==> src/rtl/cal_pkg.sv <==
// Calendar date generator: shared mode codes and BCD date helpers.
// Years are passed as 16-bit BCD; 2-digit callers zero the upper pair.
package cal_pkg;

  localparam logic [1:0] MODE_RUN  = 2'b00;
  localparam logic [1:0] MODE_HOLD = 2'b01;
  localparam logic [1:0] MODE_LOAD = 2'b10;
  localparam logic [1:0] MODE_STEP = 2'b11;

  function automatic logic [7:0] bcd_inc(
    input logic [7:0] v
  );
    logic [7:0] r;
    if (v[3:0] != 4'd9)
      r = {v[7:4], v[3:0] + 4'd1};
    else if (v[7:4] != 4'd9)
      r = {v[7:4] + 4'd1, 4'd0};
    else
      r = 8'h00;
    return r;
  endfunction

  // Two BCD digits divisible by 4, decided on nibbles only.
  function automatic logic pair_div4(
    input logic [7:0] p
  );
    logic u048, u26;
    u048 = (p[3:0] == 4'd0) || (p[3:0] == 4'd4)
        || (p[3:0] == 4'd8);
    u26  = (p[3:0] == 4'd2) || (p[3:0] == 4'd6);
    return p[4] ? u26 : u048;
  endfunction

  function automatic logic is_leap_bcd(
    input logic [15:0] yy,
    input logic        four
  );
    if (four && yy[7:0] == 8'h00)
      return pair_div4(yy[15:8]);
    return pair_div4(yy[7:0]);
  endfunction

  function automatic logic [7:0] days_in_month(
    input logic [7:0]  mm,
    input logic [15:0] yy,
    input logic        four,
    input logic        leap_en
  );
    logic [7:0] d;
    case (mm)
      8'h04, 8'h06, 8'h09, 8'h11: d = 8'h30;
      8'h02:
        d = (leap_en && is_leap_bcd(yy, four))
          ? 8'h29 : 8'h28;
      default: d = 8'h31;
    endcase
    return d;
  endfunction

  function automatic logic date_valid(
    input logic [7:0]  dd,
    input logic [7:0]  mm,
    input logic [15:0] yy,
    input logic [2:0]  dow,
    input logic        four,
    input logic        leap_en
  );
    logic        ok;
    logic [31:0] all;
    all = {dd, mm, yy};
    ok  = 1'b1;
    for (int k = 0; k < 8; k++)
      if (all[4*k +: 4] > 4'd9) ok = 1'b0;
    if (mm < 8'h01 || mm > 8'h12) ok = 1'b0;
    if (dd < 8'h01) ok = 1'b0;
    if (dd > days_in_month(mm, yy, four, leap_en))
      ok = 1'b0;
    if (dow > 3'd6) ok = 1'b0;
    return ok;
  endfunction

endpackage

==> src/rtl/calendar_next_day.sv <==
// Combinational next-day for a BCD {DD,MM,YY..} date and day of week.
// Input is assumed valid; only reset and checked loads create dates.
module calendar_next_day
  import cal_pkg::*;
#(
  parameter int YEAR_DIGITS = 2,
  parameter bit LEAP_EN     = 1'b1,
  localparam int YW = 4 * YEAR_DIGITS,
  localparam int DW = 16 + YW
) (
  input  logic [DW-1:0] date,
  input  logic [2:0]    dow,
  output logic [DW-1:0] next_date,
  output logic [2:0]    next_dow
);

  localparam bit FOUR = (YEAR_DIGITS == 4);

  logic [7:0]    dd, mm, dim;
  logic [7:0]    dd_n, mm_n;
  logic [YW-1:0] yw, yw_inc, yw_n;
  logic [15:0]   yy;

  assign dd  = date[DW-1 -: 8];
  assign mm  = date[DW-9 -: 8];
  assign yw  = date[YW-1:0];
  assign yy  = 16'(yw);
  assign dim = days_in_month(mm, yy, FOUR, LEAP_EN);

  generate
    if (YEAR_DIGITS == 4) begin : g_y4
      assign yw_inc = {
        (yw[7:0] == 8'h99) ? bcd_inc(yw[15:8])
                           : yw[15:8],
        bcd_inc(yw[7:0])
      };
    end else begin : g_y2
      assign yw_inc = bcd_inc(yw[7:0]);
    end
  endgenerate

  always_comb begin
    dd_n = bcd_inc(dd);
    mm_n = mm;
    yw_n = yw;
    if (dd == dim) begin
      dd_n = 8'h01;
      if (mm == 8'h12) begin
        mm_n = 8'h01;
        yw_n = yw_inc;
      end else begin
        mm_n = bcd_inc(mm);
      end
    end
  end

  assign next_date = {dd_n, mm_n, yw_n};
  assign next_dow  = (dow == 3'd6) ? 3'd0
                                   : dow + 3'd1;

endmodule

==> src/rtl/calendar_date_gen.sv <==
// BCD calendar date counter advanced by the 23->00 hour wrap.
// Holds date/dow registers, rollover detect, pending flag, mode mux.
module calendar_date_gen
  import cal_pkg::*;
#(
  parameter int YEAR_DIGITS = 2,
  parameter bit LEAP_EN     = 1'b1,
  parameter logic [16+4*YEAR_DIGITS-1:0]
    RESET_DATE = 'h010100,
  parameter logic [2:0] RESET_DOW = 3'd6,
  localparam int YW = 4 * YEAR_DIGITS,
  localparam int DW = 16 + YW
) (
  input  logic          clk,
  input  logic          rst,
  input  logic [7:0]    hour_in,
  input  logic [DW-1:0] date_in,
  input  logic [2:0]    dow_in,
  input  logic [1:0]    date_mode,
  output logic [DW-1:0] date_out,
  output logic [2:0]    dow_out,
  output logic          day_tick,
  output logic          load_err
);

  logic [DW-1:0] date_q, date_nx;
  logic [2:0]    dow_q, dow_nx;
  logic [7:0]    hour_prev;
  logic [1:0]    mode_prev;
  logic          pending;
  logic          rollover;
  logic          load_ok;

  assign rollover = (hour_prev == 8'h23)
                 && (hour_in == 8'h00);

  assign load_ok = date_valid(
    date_in[DW-1 -: 8],
    date_in[DW-9 -: 8],
    16'(date_in[YW-1:0]),
    dow_in,
    YEAR_DIGITS == 4,
    LEAP_EN
  );

  calendar_next_day #(
    .YEAR_DIGITS (YEAR_DIGITS),
    .LEAP_EN     (LEAP_EN)
  ) u_next (
    .date      (date_q),
    .dow       (dow_q),
    .next_date (date_nx),
    .next_dow  (dow_nx)
  );

  always_ff @(posedge clk or posedge rst) begin
    if (rst) begin
      date_q    <= RESET_DATE;
      dow_q     <= RESET_DOW;
      day_tick  <= 1'b0;
      load_err  <= 1'b0;
      hour_prev <= 8'h00;
      pending   <= 1'b0;
      mode_prev <= MODE_RUN;
    end else begin
      hour_prev <= hour_in;
      mode_prev <= date_mode;
      day_tick  <= 1'b0;
      load_err  <= 1'b0;
      case (date_mode)
        MODE_LOAD: begin
          if (load_ok) begin
            date_q  <= date_in;
            dow_q   <= dow_in;
            pending <= 1'b0;
          end else begin
            load_err <= 1'b1;
          end
        end
        MODE_STEP: begin
          if (mode_prev != MODE_STEP) begin
            date_q   <= date_nx;
            dow_q    <= dow_nx;
            day_tick <= 1'b1;
          end
          if (rollover) pending <= 1'b1;
        end
        MODE_HOLD: begin
          if (rollover) pending <= 1'b1;
        end
        default: begin
          // A pended day and a fresh wrap merge into one advance.
          if (rollover || pending) begin
            date_q   <= date_nx;
            dow_q    <= dow_nx;
            day_tick <= 1'b1;
          end
          pending <= 1'b0;
        end
      endcase
    end
  end

  assign date_out = date_q;
  assign dow_out  = dow_q;

endmodule

==> config.mk <==
export PLATFORM = sky130hd
export DESIGN_NAME = calendar_date_gen
export DESIGN_NICKNAME = d
export VERILOG_FILES = /design/src/rtl/cal_pkg.sv /design/src/rtl/calendar_next_day.sv /design/src/rtl/calendar_date_gen.sv
export SDC_FILE = /design/constraint.sdc
export NUM_CORES = 1
export LEC_CHECK = 0
export BUFFER_PORTS_ARGS = -buffer_cell sky130_fd_sc_hd__buf_2
export CELL_PAD_IN_SITES_DETAIL_PLACEMENT = 0
export CELL_PAD_IN_SITES_GLOBAL_PLACEMENT = 1
export CORE_ASPECT_RATIO = 0.75
export CORE_MARGIN = 3
export CORE_UTILIZATION = 43
export DETAILED_ROUTE_END_ITERATION = 10
export GPL_TIMING_DRIVEN = 0
export PLACE_DENSITY_LB_ADDON = 0.05
export SLEW_MARGIN = 20
export SYNTH_ARGS = -nofsm -noshare
export SYNTH_HDL_FRONTEND = slang
export SYNTH_SLANG_ARGS = --single-unit
==> constraint.sdc <==
create_clock -name clk -period 4.5 [get_ports clk]
set_input_delay 0.45 -clock clk [delete_from_list [all_inputs] [get_ports clk]]
set_output_delay 0.45 -clock clk [all_outputs]
set_load 0.05 [all_outputs]
==> flow_summary.json <==
{
  "run_status": "finished, final reports clean",
  "fin_util_pct": 55.6,
  "portBuffers": 67,
  "drt_iter0_markers": 151,
  "mostFrequentLayoutCell": "buf_2",
  "fin_crit_ns": 3.60,
  "holdWs_ns": 0.151,
  "fillCellCount": 577,
  "postSynthAreaPerCell_um2": 8.99,
  "post_cts_buffers": 0,
  "skew_ns": 0.0101,
  "maxSlewHeadroom_pct": 46.3,
  "design_area_mm2": 0.00334,
  "ios": 68,
  "clk_latency_ns": 0.30,
  "clockPowerShare_pct": 21.2,
  "synth_flop_cell": "dfrtp_1",
  "drt_wl_total_um": 8160,
  "max_freq_mhz": 278,
  "synth_area_mm2": 0.00276,
  "cap_violations": 0,
  "rsz0062_at_grt": "no",
  "multi_input_area_mm2": 0.00160,
  "drive_gt1_share_pct": 27.2,
  "n_antenna_cell": 0,
  "yosysWarnings": 0,
  "dpl.hpwl_um": 6300,
  "worstMarginPinSlew_ns": 0.805,
  "yosys.cell_types.count": 59,
  "cp-start-kind": "input port",
  "finalSetupTns_ns": 0,
  "grt_pass1_wl_um": 13100,
  "slew_viol_final": 0,
  "initial_core_util_pct": 46.0,
  "cp_max_fo": 10,
  "numCtsBuffers": 5,
  "postCtsHoldBufs": 0,
  "fin_crit_sh_pct": 80.0,
  "critPathCaptureType": "flip-flop",
  "power_leakage_uw": 0.00145,
  "syn2layout_area_growth_pct": 20.9,
  "hp-class": "input port to asynchronous set/reset pin",
  "dpl-instance-area_mm2": 0.00322,
  "grt_pass1_vias": 2459,
  "nNetsFinal": 433,
  "swShare_pct": 45.6,
  "clock_path_buffers": 2,
  "clk_pin_slew_ns": 0.09,
  "crit_type": "input port to flip-flop",
  "combPwrFrac_pct": 42.3,
  "cts_tree": "done",
  "synth_edf_count": 0,
  "synth_cells": 307,
  "vias_per_cell": 5.87,
  "firstDrtPassIters": 4,
  "intPower_uw": 798,
  "overflow": 0,
  "power_density_mw_per_mm2": 440,
  "syn-num-nets": 358,
  "vias": 2704,
  "row_count": 24,
  "clock_sinks": 40,
  "cts-root-buf": "clkbuf_8",
  "vdd_drop_max_v": 0.000373,
  "synth_seq_area_share_pct": 36.4,
  "ys_ff_latch": 40,
  "finalSetupViolCount": 0,
  "final_cell_mix": "buf_2 (71), dfrtp_1 (36), nand2_1 (30)",
  "die_y_um": 75.4,
  "cp.required_ns": 4.67,
  "postRouteAntennaNets": 0,
  "h-tree-depth": 2,
  "place_congestion": 0.808,
  "die-area_mm2": 0.00743,
  "antenna_found_initial": 0,
  "post_cts_resized": 0,
  "grt_use_total_pct": 22.5,
  "pwr-share-seq_pct": 36.5,
  "grt_max_degree": 22,
  "die_w_um": 98.5,
  "async_flop_share_pct": 100,
  "core_area_mm2": 0.00601,
  "arrival_ns": 3.77,
  "wl_per_cell_um": 17.7,
  "drc": 0,
  "switchingPower_uw": 670,
  "finalHoldViolCount": 0,
  "seq_area_mm2": 0.00101
}
## per-layer routing
layer,GRT usage [%],part of all wire (%)
met3,4.30,5.8
met2,33.9,43
met1,33.9,51
met5,0,0
met4,4.70,0.99
## sequential cells by signal, indices dropped and copies added, names as in the netlist
register	cells
date_out	24
hour_prev	8
dow_out	3
mode_prev	2
day_tick	1
load_err	1
pending	1
## area by class of cell
type	instances	area share [%]
clock inverter	3	1.42
sequential	40	30.1
clock buffer	5	2.06
buffer	15	2.29
inverter	20	2.25
timing repair buffer	68	10.9
tap	78	2.92
multi-input combinational	232	48.0
## synth_stat cells (5+ instances only)
library cell,instances,share of area [%]
nor2_1,16,2.2
ha_1,12,5.4
nand2_1,30,4.1
a2bb2oi_1,6,1.9
o21ai_0,29,5.3
a21oi_1,16,2.9
dfrtp_1,36,33
nor3_1,5,0.91
clkbuf_1,7,0.95
a211oi_1,8,2.2
nand3_1,11,2.0
a31oi_1,5,1.1
inv_1,20,2.7
mux2_2,8,3.3
## cell families after synthesis
group / synth area share [%]
buffers and inverters: 5.49
flip-flops: 36.4
adder cells (fa/ha/maj): 5.44
AND/OR/NAND/NOR: 19.7
multiplexers: 4.71
AO/OA/AOI/OAI: 27.3
XOR/XNOR: 0.952
## stage by stage
step,power [µW],worst slack (ns),std cells
final,1470,0.898,461
after global routing,1550,0.668,461
after CTS,1470,0.930,461
after detailed placement,1160,0.620,453
after global placement,1150,0.652,452
after floorplan,984,1.25,307
## critical path, stage by stage
cell      delay, ns
buf_2          0.13
or4_1          0.51
nor3_1         0.36
and3b_1        0.26
inv_1          0.06
ha_1           0.30
nand2_1        0.05
o21ai_0        0.16
a31oi_1        0.14
a31oi_2        0.35
buf_2          0.36
buf_2          0.31
mux2i_1        0.23
o211ai_1       0.11
## worst paths after layout
path	startpoint	endpoint	slack [ns]	depth (start not counted)
worst min-delay path	rst	pending	0.15	2
min in group clk	hour_in[6]	hour_prev[6]	0.26	1
worst max register to register	date_out[12]	date_out[7]	1.29	9
max in group asynchronous	rst	date_out[8]	3.79	3
worst min register to register	pending	pending	0.52	2
worst max-delay path	date_in[15]	date_out[19]	0.90	14
## power by group through the flow
stage | clock, µW | sequential, µW | combinational [µW]
final | 312 | 535 | 621
after global routing | 329 | 549 | 674
after CTS | 315 | 532 | 622
after detailed placement | 0 | 538 | 620
after global placement | 0 | 538 | 615
after floorplan | 0 | 732 | 253
Power figures use the tool's default switching activity.
